$ cat src/rtl/pool_fmap_loader_if.sv
// Sample stream in and per-bank BRAM write bus out for the pooling feature-map loader.
// The loader connects through the master modport; the surrounding logic uses the slave modport.
interface pool_fmap_loader_if #(
  parameter int COMPUTING_CORES             = 4,
  parameter int number_datawidth            = 16,
  parameter int input_map_address_datawidth = 13
);
  logic                                               s_valid;
  logic [number_datawidth-1:0]                        s_data;
  logic                                               s_last;
  logic                                               s_ready;
  logic [COMPUTING_CORES-1:0]                         wr_ena;
  logic [COMPUTING_CORES*input_map_address_datawidth-1:0] wr_addr;
  logic [COMPUTING_CORES*number_datawidth-1:0]        wr_data;

  modport master (
    input  s_valid, s_data, s_last,
    output s_ready, wr_ena, wr_addr, wr_data
  );

  modport slave (
    output s_valid, s_data, s_last,
    input  s_ready, wr_ena, wr_addr, wr_data
  );
endinterface

$ cat src/rtl/pool_fmap_loader.sv
// Packs COMPUTING_CORES consecutive stream samples into one parallel write across the
// per-core feature-map BRAM banks. The global layer state code selects the map size.
module pool_fmap_loader #(
  parameter int COMPUTING_CORES             = 4,
  parameter int number_datawidth            = 16,
  parameter int input_map_address_datawidth = 13,
  parameter int STATE_DATAWIDTH             = 4,
  parameter int LOAD1_STATE                 = 2,
  parameter int LOAD2_STATE                 = 5,
  parameter int LOAD3_STATE                 = 8,
  parameter int LOAD1_SIZE                  = 80,
  parameter int LOAD2_SIZE                  = 36,
  parameter int LOAD3_SIZE                  = 14
) (
  input  logic                       clk,
  input  logic                       reset,
  input  logic [STATE_DATAWIDTH-1:0] state,
  pool_fmap_loader_if.master         bus,
  output logic                       done,
  output logic                       err_last
);
  localparam int AW = input_map_address_datawidth;
  localparam int DW = number_datawidth;
  localparam int LW = (COMPUTING_CORES > 1) ? $clog2(COMPUTING_CORES) : 1;

  typedef enum logic [1:0] {IDLE, LOAD, DONE} fsm_t;
  fsm_t fsm, fsm_nxt;

  logic [STATE_DATAWIDTH-1:0]    load_code;
  logic [AW-1:0]                 last_pix;
  logic [AW-1:0]                 pix_cnt;
  logic [AW-1:0]                 match_last;
  logic [LW-1:0]                 lane_cnt;
  logic [DW-1:0]                 lane_q [COMPUTING_CORES];
  logic [COMPUTING_CORES*DW-1:0] packed_lanes;
  logic                          load_match;
  logic                          stay;
  logic                          accept;
  logic                          lane_full;
  logic                          final_smp;
  logic [COMPUTING_CORES-1:0]    wr_ena_q;
  logic [COMPUTING_CORES*AW-1:0] wr_addr_q;
  logic [COMPUTING_CORES*DW-1:0] wr_data_q;
  logic                          err_q;

  // Decode the layer state into "is a load" plus the last pixel address of that map.
  always_comb begin
    load_match = 1'b1;
    match_last = '0;
    if (state == STATE_DATAWIDTH'(LOAD1_STATE))
      match_last = AW'(LOAD1_SIZE * LOAD1_SIZE - 1);
    else if (state == STATE_DATAWIDTH'(LOAD2_STATE))
      match_last = AW'(LOAD2_SIZE * LOAD2_SIZE - 1);
    else if (state == STATE_DATAWIDTH'(LOAD3_STATE))
      match_last = AW'(LOAD3_SIZE * LOAD3_SIZE - 1);
    else
      load_match = 1'b0;
  end

  assign stay      = (state == load_code);
  assign accept    = (fsm == LOAD) && bus.s_valid;
  assign lane_full = accept && (lane_cnt == LW'(COMPUTING_CORES - 1));
  assign final_smp = lane_full && (pix_cnt == last_pix);

  always_ff @(posedge clk or negedge reset) begin
    if (!reset) fsm <= IDLE;
    else        fsm <= fsm_nxt;
  end

  always_comb begin
    fsm_nxt     = fsm;
    bus.s_ready = 1'b0;
    done        = 1'b0;
    case (fsm)
      IDLE: if (load_match) fsm_nxt = LOAD;
      LOAD: begin
        bus.s_ready = 1'b1;
        if (!stay)          fsm_nxt = IDLE;
        else if (final_smp) fsm_nxt = DONE;
      end
      DONE: begin
        done = 1'b1;
        if (!stay) fsm_nxt = IDLE;
      end
      default: fsm_nxt = IDLE;
    endcase
  end

  // The last lane is taken straight from the stream so the write issues the cycle after it.
  always_comb begin
    packed_lanes = '0;
    for (int unsigned k = 0; k < COMPUTING_CORES; k++)
      packed_lanes[k*DW +: DW] = (k == COMPUTING_CORES - 1) ? bus.s_data : lane_q[k];
  end

  always_ff @(posedge clk or negedge reset) begin
    if (!reset) begin
      load_code <= '0;
      last_pix  <= '0;
      pix_cnt   <= '0;
      lane_cnt  <= '0;
      err_q     <= 1'b0;
      wr_ena_q  <= '0;
      wr_addr_q <= '0;
      wr_data_q <= '0;
      for (int unsigned k = 0; k < COMPUTING_CORES; k++) lane_q[k] <= '0;
    end else begin
      wr_ena_q <= '0;
      if (fsm == IDLE && load_match) begin
        load_code <= state;
        last_pix  <= match_last;
        pix_cnt   <= '0;
        lane_cnt  <= '0;
        err_q     <= 1'b0;
      end
      // An abort cycle accepts nothing into the banks: partial lanes are simply dropped.
      if (accept && stay) begin
        if (bus.s_last != final_smp) err_q <= 1'b1;
        if (lane_full) begin
          lane_cnt  <= '0;
          pix_cnt   <= pix_cnt + 1'b1;
          wr_ena_q  <= '1;
          wr_addr_q <= {COMPUTING_CORES{pix_cnt}};
          wr_data_q <= packed_lanes;
        end else begin
          lane_q[lane_cnt] <= bus.s_data;
          lane_cnt         <= lane_cnt + 1'b1;
        end
      end
    end
  end

  assign bus.wr_ena  = wr_ena_q;
  assign bus.wr_addr = wr_addr_q;
  assign bus.wr_data = wr_data_q;
  assign err_last    = err_q;
endmodule

$ cat src/flat_wrapper.sv
// flat-port wrapper written by rule: the top's interface ports become plain ports
module pool_fmap_loader_flat 
#(
  parameter int COMPUTING_CORES             = 4,
  parameter int number_datawidth            = 16,
  parameter int input_map_address_datawidth = 13,
  parameter int STATE_DATAWIDTH             = 4,
  parameter int LOAD1_STATE                 = 2,
  parameter int LOAD2_STATE                 = 5,
  parameter int LOAD3_STATE                 = 8,
  parameter int LOAD1_SIZE                  = 80,
  parameter int LOAD2_SIZE                  = 36,
  parameter int LOAD3_SIZE                  = 14
)
  (clk, reset, state, done, err_last, bus_s_valid, bus_s_data, bus_s_last, bus_s_ready, bus_wr_ena, bus_wr_addr, bus_wr_data);
  pool_fmap_loader_if #(.COMPUTING_CORES(COMPUTING_CORES), .number_datawidth(number_datawidth), .input_map_address_datawidth(input_map_address_datawidth)) bus_i ();
  input  logic clk;
  input  logic reset;
  input  logic [STATE_DATAWIDTH-1:0] state;
  output logic done;
  output logic err_last;
  input wire logic [$bits(bus_i.s_valid)-1:0] bus_s_valid;
  input wire logic [$bits(bus_i.s_data)-1:0] bus_s_data;
  input wire logic [$bits(bus_i.s_last)-1:0] bus_s_last;
  output wire logic [$bits(bus_i.s_ready)-1:0] bus_s_ready;
  output wire logic [$bits(bus_i.wr_ena)-1:0] bus_wr_ena;
  output wire logic [$bits(bus_i.wr_addr)-1:0] bus_wr_addr;
  output wire logic [$bits(bus_i.wr_data)-1:0] bus_wr_data;
  assign bus_i.s_valid = bus_s_valid;
  assign bus_i.s_data = bus_s_data;
  assign bus_i.s_last = bus_s_last;
  assign bus_s_ready = bus_i.s_ready;
  assign bus_wr_ena = bus_i.wr_ena;
  assign bus_wr_addr = bus_i.wr_addr;
  assign bus_wr_data = bus_i.wr_data;
  pool_fmap_loader #(.COMPUTING_CORES(COMPUTING_CORES), .number_datawidth(number_datawidth), .input_map_address_datawidth(input_map_address_datawidth), .STATE_DATAWIDTH(STATE_DATAWIDTH), .LOAD1_STATE(LOAD1_STATE), .LOAD2_STATE(LOAD2_STATE), .LOAD3_STATE(LOAD3_STATE), .LOAD1_SIZE(LOAD1_SIZE), .LOAD2_SIZE(LOAD2_SIZE), .LOAD3_SIZE(LOAD3_SIZE)) u_core (.clk(clk), .reset(reset), .state(state), .bus(bus_i), .done(done), .err_last(err_last));
endmodule
$ cat config.mk
export PLATFORM = sky130hd
export DESIGN_NAME = pool_fmap_loader_flat
export DESIGN_NICKNAME = d
export VERILOG_FILES = /design/src/rtl/pool_fmap_loader_if.sv /design/src/rtl/pool_fmap_loader.sv /design/src/flat_wrapper.sv
export SDC_FILE = /design/constraint.sdc
export NUM_CORES = 1
export LEC_CHECK = 0
export ABC_AREA = 0
export CAP_MARGIN = 25
export CORE_MARGIN = 2
export CORE_UTILIZATION = 54
export DETAILED_ROUTE_END_ITERATION = 8
export GPL_TIMING_DRIVEN = 1
export PLACE_DENSITY = 0.94
export SYNTH_ARGS = -nofsm -noshare
export SYNTH_HDL_FRONTEND = slang
export SYNTH_SLANG_ARGS = --single-unit
$ cat constraint.sdc
create_clock -name clk -period 5.7 [get_ports clk]
set_clock_uncertainty 0.15 [all_clocks]
set_input_delay 1.14 -clock clk [delete_from_list [all_inputs] [get_ports clk]]
set_output_delay 1.14 -clock clk [all_outputs]
set_load 0.1 [all_outputs]
### Yosys cells after proc, flatten, opt, wreduce, memory -nomap -nowiden

Index checks and enable logic that the tools add are counted.

* add/subtract/negate cells: 2
* $lt $le $gt $ge: 2
* eq/ne operators: 12
* multiplexer cells: 27
* bitwise logic cells: 2
* reduce and logical (&&, ||, !) cells: 11

Operators by type and width (count)
* 13-bit 2-to-1 mux: 5
* 64-bit bitwise mux: 1
* 16-bit demux with 2-bit select: 1
* 16-bit 2-to-1 mux: 1
* 2-bit 2-to-1 mux: 7
* 13-bit by 1-bit adder with 13-bit output (second input constant): 1
* 13-bit equality test: 1
* 1-bit 2-to-1 mux: 8
* 4-bit 2-to-1 mux: 2
* 8-bit 2-to-1 mux: 1
* 1-bit logical AND: 6
* 2-bit one-hot mux with 3 select lines: 1
* 2-bit equality test (second input constant): 2
* 4-bit by 2-bit equality test with 1-bit output (second input constant): 1
* 4-bit by 3-bit equality test with 1-bit output (second input constant): 1
* 4-bit equality test: 1
* 4-bit equality test (second input constant): 1
* 2-bit AND reduction: 2
* 3-bit greater-or-equal comparator (second input constant): 1
* 3-bit by 1-bit less-than comparator with 1-bit output (second input constant): 1
* 3-bit != test (second input constant): 1
* 2-bit inverter with 3-bit output: 1
* 3-bit AND reduction: 1
* 2-bit by 1-bit adder with 2-bit output (second input constant): 1
* other kinds (7): 7

* flip-flop bits (word level): 219
* bits of input ports: 24
* output and inout port bits: 123
* logic and storage cells: 69

### Longest topological paths before layout

Gate-level depths: netlist (run 1).

* word-level depth: 8
* depth in mapped cells: 8
* mapped depth without buffers: 6

### Worst setup path before layout (run 1)

Ideal clock, no wire load.

* path type: in2reg
* start: input port state[1]
* end: register u_core.lane_q[21] (netlist bit)
* library setup time: 0.125 ns
* data arrival time: 2.806 ns
* data required time: 5.425 ns
* slack: 2.619 ns
* stages: 6
* cells stage by stage: xor2_1 > nor4_4 > nand2_4 > nor3b_4 > buf_6 > mux2_2

* word-level cells in the longest chain between the ends: 3

RTL lines
* from (decl): RTL line flat_wrapper.sv:19 `input logic [STATE_DATAWIDTH-1:0] state;`
* 4-bit equality test: RTL line pool_fmap_loader.sv:60 `assign stay = (state == load_code);`
* 1-bit logical AND: RTL line pool_fmap_loader.sv:117 `if (accept && stay) begin`
* 2-bit AND reduction (no line)
* to (signal, indexed assignment): RTL line pool_fmap_loader.sv:126 `lane_q[lane_cnt] <= bus.s_data;`
* to (decl): RTL line pool_fmap_loader.sv:34 `logic [DW-1:0] lane_q [COMPUTING_CORES];`

Every way passes these cells.
A chain may end at the register's enable or synchronous reset.

### Final worst setup path (run 1)

* start: input port state[1]
* end: register u_core.lane_q[23] (netlist bit)

Same word-level chain as after synthesis.

==> results of run 1 <==
[sequential cells by signal (all words and copies together), names as in the netlist]
register	flops
u_core.bus.wr_addr	13
u_core.bus.wr_data	64
u_core.bus.wr_ena	1
u_core.err_last	1
u_core.fsm	2
u_core.lane_cnt	2
u_core.lane_q	48
u_core.last_pix	5
u_core.load_code	4
u_core.pix_cnt	13
[synthesized netlist by cell type (3+ instances only)]
cell	instances	area [µm²]
nand2_1	219	822
dfrtp_1	153	3830
mux2_2	59	664
buf_4	42	315
nand3_1	15	75.1
clkbuf_1	14	52.6
o21ai_0	9	45.0
xor2_1	8	70.1
buf_2	7	35.0
inv_1	7	26.3
ha_1	5	62.6
or3_1	5	31.3
and3_1	4	25.0
nand4_1	4	25.0
nor3_1	4	20.0
a21oi_1	3	15.0
buf_6	3	33.8
mux2i_1	3	30.0
nor3b_4	3	56.3
o31ai_1	3	22.5
[final timing paths]
check / start / endpoint / slack (ps) / cells past startpoint
worst min-delay path: u_core.lane_q[58]$_DFFE_PN0P_ / u_core.bus.wr_data[10]$_DFFE_PN0P_ / 320 / 2
worst min register to register: u_core.lane_q[58]$_DFFE_PN0P_ / u_core.bus.wr_data[10]$_DFFE_PN0P_ / 320 / 2
max in group asynchronous: reset / u_core.bus.wr_data[61]$_DFFE_PN0P_ / 3870 / 3
worst max register to register: u_core.load_code[1]$_DFFE_PN0P_ / u_core.lane_q[23]$_DFFE_PN0P_ / 2710 / 5
min in group asynchronous: reset / u_core.lane_cnt[1]$_DFFE_PN0P_ / 380 / 1
worst max-delay path: state[1] / u_core.lane_q[23]$_DFFE_PN0P_ / 1880 / 6
[area by class of cell]
cell class              instances  area, µm²
flip-flops and latches        153       3830
fillers                       732       3250
multi-input cells             369       2180
repair buffers                150       1530
clock buffers                  18        439
well taps                     143        179
clock inverters                14        135
inverters                       7       26.3
[stage by stage]
step / worst slack [ps] / utilization [%] / instances / hold slack (ps) / power [mW]
detailed placement: 1430 / 66.5 / 820 / 303 / 1.33
floorplan: 2620 / - / 596 / 285 / 1.26
finish: 1880 / 71.9 / 854 / 323 / 2.42
global placement: 1660 / 66.5 / 820 / 302 / 1.32
global route: 1700 / 71.9 / 854 / 347 / 2.50
CTS: 1890 / 71.4 / 852 / 320 / 2.42
[routing by layer]
metal / wire length (µm) / up-vias / global-route usage (%)
li1: - / 2123 / -
met1: 6460 / 2403 / 33.7
met2: 7910 / 223 / 41.4
met3: 970 / 41 / 6.22
met4: 532 / 0 / 12.2
met5: 0 / - / 0
[tightest hold or removal path: stages, from the launching register on]
cell and delay [ps]:
dfrtp_1 340, nand2_1 50, nand2_1 50
[where the power goes]
group          leakage (nW)  internal (mW)  switching, mW
clock                 0.288          0.623          0.472
sequential             2.11           1.14         0.0380
combinational          1.71         0.0647         0.0824
total                  4.11           1.82          0.593
[kinds of logic after synthesis]
logic type                 count (synthesis)  synth area share [%]
AOI/OAI and AO/OA                         23                  2.32
xor gates and xnor gates                   8                  1.08
adders and majority gates                  5                 0.968
buffers and inverters                     74                  7.22
DFF                                      153                  59.3
muxes                                     62                  10.7
and+or+nand+nor                          271                  18.4
==> flow_summary.toml, run 1 <==
[floorplan]
die_x_um = 113
start_util_pct = 55.9
dieArea_um2 = 12900
row_count = 39
coreArea_um2 = 11600
boundaryPins = 147
die_h_um = 113

[sta]
fmax_mhz = 262
setup_viol = 0
hold_violations = 0
rsz0062_at_grt = "no"
period_share_pct = 67.0
worst_pin_slew_ps = 1040
tns_ps = 0
min_period_ps = 3820
relSlewSlack_pct = 30.7
slew_viol_final = 0

[power]
leakage_nw = 4.11
p_per_area_nw_per_um2 = 291
vdd_drop_max_uv = 220

[placed_design]
portBuffers = 146
place.gp.congestion = 0.901
placed_cell_area_um2 = 7690
dp_hpwl_um = 10300

[flow_run]
max-cap-violations = 0

[clock_network]
cts_max_path_buffers = 2
root_buffer = "clkbuf_16"
h-tree-depth = 4
cts_resized = 0
hold_buffers = 0
clock_latency_ps = 430
tritoncts = "built"
post_cts_buffers = 0
cts_made_buffers = 17
cts.sinks = 153
path_clk_slew_ps = 60

[setup_path]
path_buf_inv = 1
critical_path.max_fanout = 16
critPathLaunchType = "primary input"
max_stage_delay_ps = 810
slowest_stage = "nor3b_4"
crit_family = "simple AND/OR/NAND/NOR gates"
crit_type = "in2reg"
arrival_ps = 3970
path_cells = "clkdlybuf4s50_1 -> xor2_1 -> nor4_4 -> nand2_4 -> nor3b_4 -> mux2_2"
crit_path_end_kind = "register"
required_ps = 5850

[drt]
remaining_drc_errors = 0
drt_iter0_drc = 480
vias = 4790
ant_nets = 0
first_pass_iters = 5
post_drt_via_cell_ratio = 5.61
routedWlPerCell_um = 18.6
routed_wl_um = 15900

[global_routing]
overflow = 0
antenna_found_initial = 0
grt_pass1_wl_um = 25800
grtUsageTotal_pct = 25.9
grt_pass1_vias = 4889
grt_max_degree = 122

[synthesis]
synthCells = 596
synthDistinctLibCells = 39
ys_seq_elements = 153
async_reset_ff_share_pct = 100
syn_avg_cell_area_um2 = 10.8
syn_area_um2 = 6460
syn_nets = 625
ys.flop_type = "dfrtp_1"
synth_edf_count = 0
synth_warnings = 0
seq_area_frac_synth_pct = 59.3

[final_layout]
area_delta_synth_final_pct = 28.6
nets = 727
n_antenna_cell = 0
layout_commonest_cell = "nand2_1"
final_cell_mix = "219 x nand2_1, 153 x dfrtp_1, 145 x clkdlybuf4s50_1"
final_layout_size_suffix_gt1_share_pct = 14.8
final_area_um2 = 8310

[worst_hold_path]
hold_class = "reg2reg"

[status]
outcome = "completed"
No activity file was read; power rests on OpenSTA's default activity.
==> inputs of run 2 (changes only) <==
--- a/config.mk
+++ b/config.mk
@@ -8,10 +8,10 @@
 export ABC_AREA = 0
 export CAP_MARGIN = 25
 export CORE_MARGIN = 2
-export CORE_UTILIZATION = 54
+export CORE_UTILIZATION = 50
 export DETAILED_ROUTE_END_ITERATION = 8
 export GPL_TIMING_DRIVEN = 1
-export PLACE_DENSITY = 0.94
+export PLACE_DENSITY = 0.89
 export SYNTH_ARGS = -nofsm -noshare
 export SYNTH_HDL_FRONTEND = slang
 export SYNTH_SLANG_ARGS = --single-unit
==> constraint.sdc (replaced) <==
create_clock -name clk -period 4 [get_ports clk]
set_clock_uncertainty 0.15 [all_clocks]
set_input_delay 0.8 -clock clk [delete_from_list [all_inputs] [get_ports clk]]
set_output_delay 0.8 -clock clk [all_outputs]
set_load 0.1 [all_outputs]
==> run 2 against run 1 <==
Global-route usage down 4.6 points. Die area rose by 7.7%. Total power up 37%. Via count shrank 4.8%. Cell count rose by 4.0%. Sequential power is 42% higher. Critical path type is now reg2out. Critical endpoint is now done.
==> flow_summary.toml, run 2 (synthesis results as in run 1) <==
[setup_path]
crit_path_end_kind = "output port"
max_stage_delay_ps = 1120
slowest_stage = "clkdlybuf4s50_1"
critPathLaunchType = "register"
required_ps = 3050
path_cells = "nand2b_1 -> inv_1 -> clkdlybuf4s50_1"
arrival_ps = 2170
crit_type = "reg2out"
critical_path.max_fanout = 5

[global_routing]
grt_max_degree = 86
antenna_found_initial = 0
grtUsageTotal_pct = 21.2
grt_pass1_wl_um = 23700
overflow = 0
grt_pass1_vias = 4673

[status]
outcome = "completed"

[power]
p_per_area_nw_per_um2 = 397
power.total_mw = 3.31
leakage_nw = 4.11
vdd_drop_max_uv = 231

[drt]
post_drt_via_cell_ratio = 5.13
first_pass_iters = 4
vias = 4558
remaining_drc_errors = 0
ant_nets = 0
routedWlPerCell_um = 16.0
drt_iter0_drc = 336
routed_wl_um = 14200

[final_layout]
largest_register_ffs = 64
fillers = 939
final_cell_mix = "219 x nand2_1, 153 x dfrtp_1, 145 x clkdlybuf4s50_1"
seqCellArea_um2 = 3830
n_antenna_cell = 0
layout_commonest_cell = "nand2_1"
multi_input_comb_area_um2 = 2180
final_layout_size_suffix_gt1_share_pct = 15.1
area_delta_synth_final_pct = 29.4
nets = 732

[sta]
tns_ps = 0
relSlewSlack_pct = 32.4
setup_viol = 0
slew_viol_final = 0
fmax_mhz = 321
hold_violations = 0
period_share_pct = 77.9
rsz0062_at_grt = "no"
min_period_ps = 3120
worst_pin_slew_ps = 1010

[floorplan]
die_h_um = 118
boundaryPins = 147
start_util_pct = 51.2
coreArea_um2 = 12600
dieArea_um2 = 13800
die_x_um = 118
row_count = 41

[clock_network]
cts_max_path_buffers = 2
post_cts_buffers = 0
path_clk_slew_ps = 60
cts.sinks = 153
root_buffer = "clkbuf_16"
tritoncts = "built"
clock_latency_ps = 410
cts_made_buffers = 17
h-tree-depth = 4
hold_buffers = 0
cts_resized = 0

[flow_run]
max-cap-violations = 0

[placed_design]
place.gp.congestion = 0.868
dp_hpwl_um = 9770
portBuffers = 146

[worst_hold_path]
hold_class = "in2async"
[run 2: cell count changes in the layout (fill, tap and decap cells not counted)]
cell        before  now
inv_6            6    0
bufinv_16        1    0
clkbuf_1         0    2
inv_8            1    0
buf_16           1    0
clkinvlp_4       0    4
buf_12           1    3
buf_4            2    6
clkbuf_8         1    3
[run 2: per-layer routing]
layer  GRT usage [%]  routed length, µm
met2            35.7               7110
met5               0                  0
met1            27.4               6010
met3            5.62                888
met4            5.72                174
[run 2: worst max-delay path: cells and delay by family (launching register included)]
| kind | cells | cell delay, ps |
|---|---|---|
| AND/OR/NAND/NOR | 1 | 170 |
| flip-flops | 1 | 400 |
| buffers and inverters | 2 | 1180 |
[run 2: final cells by class]
type	instances	area share (%)
Multi-Input combinational cell	369	26.0
Timing Repair Buffer	155	18.8
Inverter	7	0.314
Sequential cell	153	45.8
Clock buffer	22	5.67
Tap cell	172	2.57
Clock inverter	10	0.853
[run 2: power by group]
part	switching, mW	total [mW]	internal [mW]
sequential	0.0470	1.67	1.62
clock	0.603	1.44	0.841
combinational	0.110	0.202	0.0921
total	0.760	3.31	2.55
[run 2: metrics by stage]
step           worst slack (ps)  std cells  hold slack, ps  util, %  instance area [µm²]
6_report                    885        888             253     66.3                 8360
5_1_grt                     823        888             299     66.3                 8360
4_1_cts                     870        888             259     66.3                 8360
3_5_place_dp                641        856             306     61.9                 7820
3_3_place_gp                709        856             298     61.9                 7820
2_1_floorplan              1260        596             285        -                 6460
[run 2: worst paths after layout]
check | startpoint | end | slack [ps] | cells past startpoint
max | u_core.fsm[0]$_DFFE_PN0P_ | done | 880 | 3
min in group clk | u_core.lane_q[30]$_DFFE_PN0P_ | u_core.bus.wr_data[46]$_DFFE_PN0P_ | 320 | 2
max reg2reg | u_core.load_code[1]$_DFFE_PN0P_ | u_core.bus.wr_data[57]$_DFFE_PN0P_ | 1560 | 8
min | reset | u_core.bus.wr_ena[2]$_DFF_PN0_ | 250 | 1
min reg2reg | u_core.lane_q[30]$_DFFE_PN0P_ | u_core.bus.wr_data[46]$_DFFE_PN0P_ | 320 | 2
max in group asynchronous | reset | u_core.lane_q[32]$_DFFE_PN0P_ | 2610 | 2
==> inputs of run 3 (changes only) <==
==> constraint.sdc (replaced) <==
create_clock -name clk -period 2.9 [get_ports clk]
set_clock_uncertainty 0.15 [all_clocks]
set_input_delay 0.58 -clock clk [delete_from_list [all_inputs] [get_ports clk]]
set_output_delay 0.58 -clock clk [all_outputs]
set_load 0.1 [all_outputs]
==> run 3 against run 2 <==
Routed wire length up 2.3%. Count of clock-buffer cells in the layout down 3. Core utilization shrank 1.0 points. Worst hold slack lost 210 ps. Flip-flop and latch count stayed put. Global-route usage increased by 0.87 points. Total power increased by 47%. Largest power group unchanged.
==> flow_summary.toml, run 3 (synthesis results as in run 1) <==
[clock_network]
tritoncts = "built"
cts.sinks = 153
hold_buffers = 0
cts_resized = 0
h-tree-depth = 4
post_cts_buffers = 0
path_clk_slew_ps = 60
cts_made_buffers = 17
cts_max_path_buffers = 2
root_buffer = "clkbuf_16"
clock_latency_ps = 420

[setup_path]
crit_type = "in2reg"
regToRegStartpoint = "u_core.load_code[1]$_DFFE_PN0P_"
required_ps = 3110
arrival_ps = 2710
critical_path.max_fanout = 58
startpoint = "state[0]"
crit_path_end_kind = "register"
critPathLaunchType = "primary input"

[final_layout]
layout_commonest_cell = "nand2_1"
largest_register_ffs = 64
final_layout_size_suffix_gt1_share_pct = 33.4
area_delta_synth_final_pct = 27.4
final_cell_mix = "219 x nand2_1, 153 x dfrtp_1, 139 x buf_4"
final_area_um2 = 8230
nets = 744
n_antenna_cell = 0

[floorplan]
boundaryPins = 147
row_count = 41
die_h_um = 118
die_x_um = 118
coreArea_um2 = 12600
start_util_pct = 51.2
dieArea_um2 = 13800

[placed_design]
place.gp.congestion = 0.827
pre_cts_ws_ps = 7.04
dp_hpwl_um = 10100
placed_cell_area_um2 = 7620
portBuffers = 146

[sta]
fin_ws_ps = 398
fmax_mhz = 400
period_share_pct = 86.3
relSlewSlack_pct = 52.8
rsz0062_at_grt = "no"
worst_pin_slew_ps = 709
tns_ps = 0
setup_viol = 0
min_period_ps = 2500
whs_ps = 44.3
slew_viol_final = 0
hold_violations = 0

[global_routing]
antenna_found_initial = 0
grt_max_degree = 81
overflow = 0
grt_pass1_wl_um = 24400
grtUsageTotal_pct = 22.1
grt_pass1_vias = 4864

[drt]
first_pass_iters = 5
ant_nets = 0
drt_iter0_drc = 305
remaining_drc_errors = 0
routedWlPerCell_um = 16.1
routed_wl_um = 14500
post_drt_via_cell_ratio = 5.15
vias = 4633

[flow_run]
max-cap-violations = 0

[power]
leakage_nw = 4.46
vdd_drop_max_uv = 270
p_per_area_nw_per_um2 = 591

[status]
outcome = "completed"

[worst_hold_path]
hold_class = "in2async"
==> run 3: worst max-delay path, cell delays in order <==
cell	delay (ps)
clkdlybuf4s50_1	470
xor2_1	200
nor4_4	360
buf_4	190
nand3_4	130
buf_12	270
inv_2	120
buf_12	200
nand2_1	90
nand2_1	70
==> run 3: final cells by class <==
| class | count | area, µm² |
|---|---|---|
| Clock buffer | 19 | 443 |
| Clock inverter | 12 | 165 |
| Sequential cell | 153 | 3830 |
| Tap cell | 172 | 215 |
| Fill cell | 955 | 4390 |
| Multi-Input combinational cell | 369 | 2180 |
| Inverter | 7 | 26.3 |
| Timing Repair Buffer | 167 | 1380 |
==> run 3: path summary, 6_finish.rpt <==
check,end,slack [ps],cells after the start
setup / recovery,u_core.bus.wr_data[62]$_DFFE_PN0P_,400,10
hold / removal,u_core.bus.wr_data[13]$_DFFE_PN0P_,40,1
setup reg to reg,u_core.bus.wr_data[62]$_DFFE_PN0P_,620,9
hold reg to reg,u_core.bus.wr_data[45]$_DFFE_PN0P_,310,2
max in group asynchronous,u_core.pix_cnt[3]$_DFF_PN0_,1880,2
min in group clk,u_core.bus.wr_data[45]$_DFFE_PN0P_,310,2
==> run 3: routing by layer <==
metal / up-vias / wire, µm / share of wire [%] / track usage, %
met5: - / 0 / 0 / 0
met4: 0 / 155 / 1.1 / 6.25
met3: 16 / 753 / 5.2 / 6.40
met2: 162 / 7280 / 50 / 37.1
met1: 2310 / 6320 / 44 / 28.1
li1: 2145 / - / - / -
==> run 3: report_power, final <==
group / switching [mW] / internal, mW / leakage, nW
sequential: 0.0653 / 2.24 / 2.11
combinational: 0.159 / 0.136 / 2.06
clock: 0.880 / 1.38 / 0.287
==> run 3: per-stage QoR <==
stage | utilization (%) | std cells | total power [mW]
6_report | 65.2 | 899 | 4.86
2_1_floorplan | - | 596 | 2.47
4_1_cts | 65.2 | 899 | 4.90
5_1_grt | 65.2 | 899 | 5.02
3_3_place_gp | 60.4 | 868 | 2.61
3_5_place_dp | 60.4 | 868 | 2.63
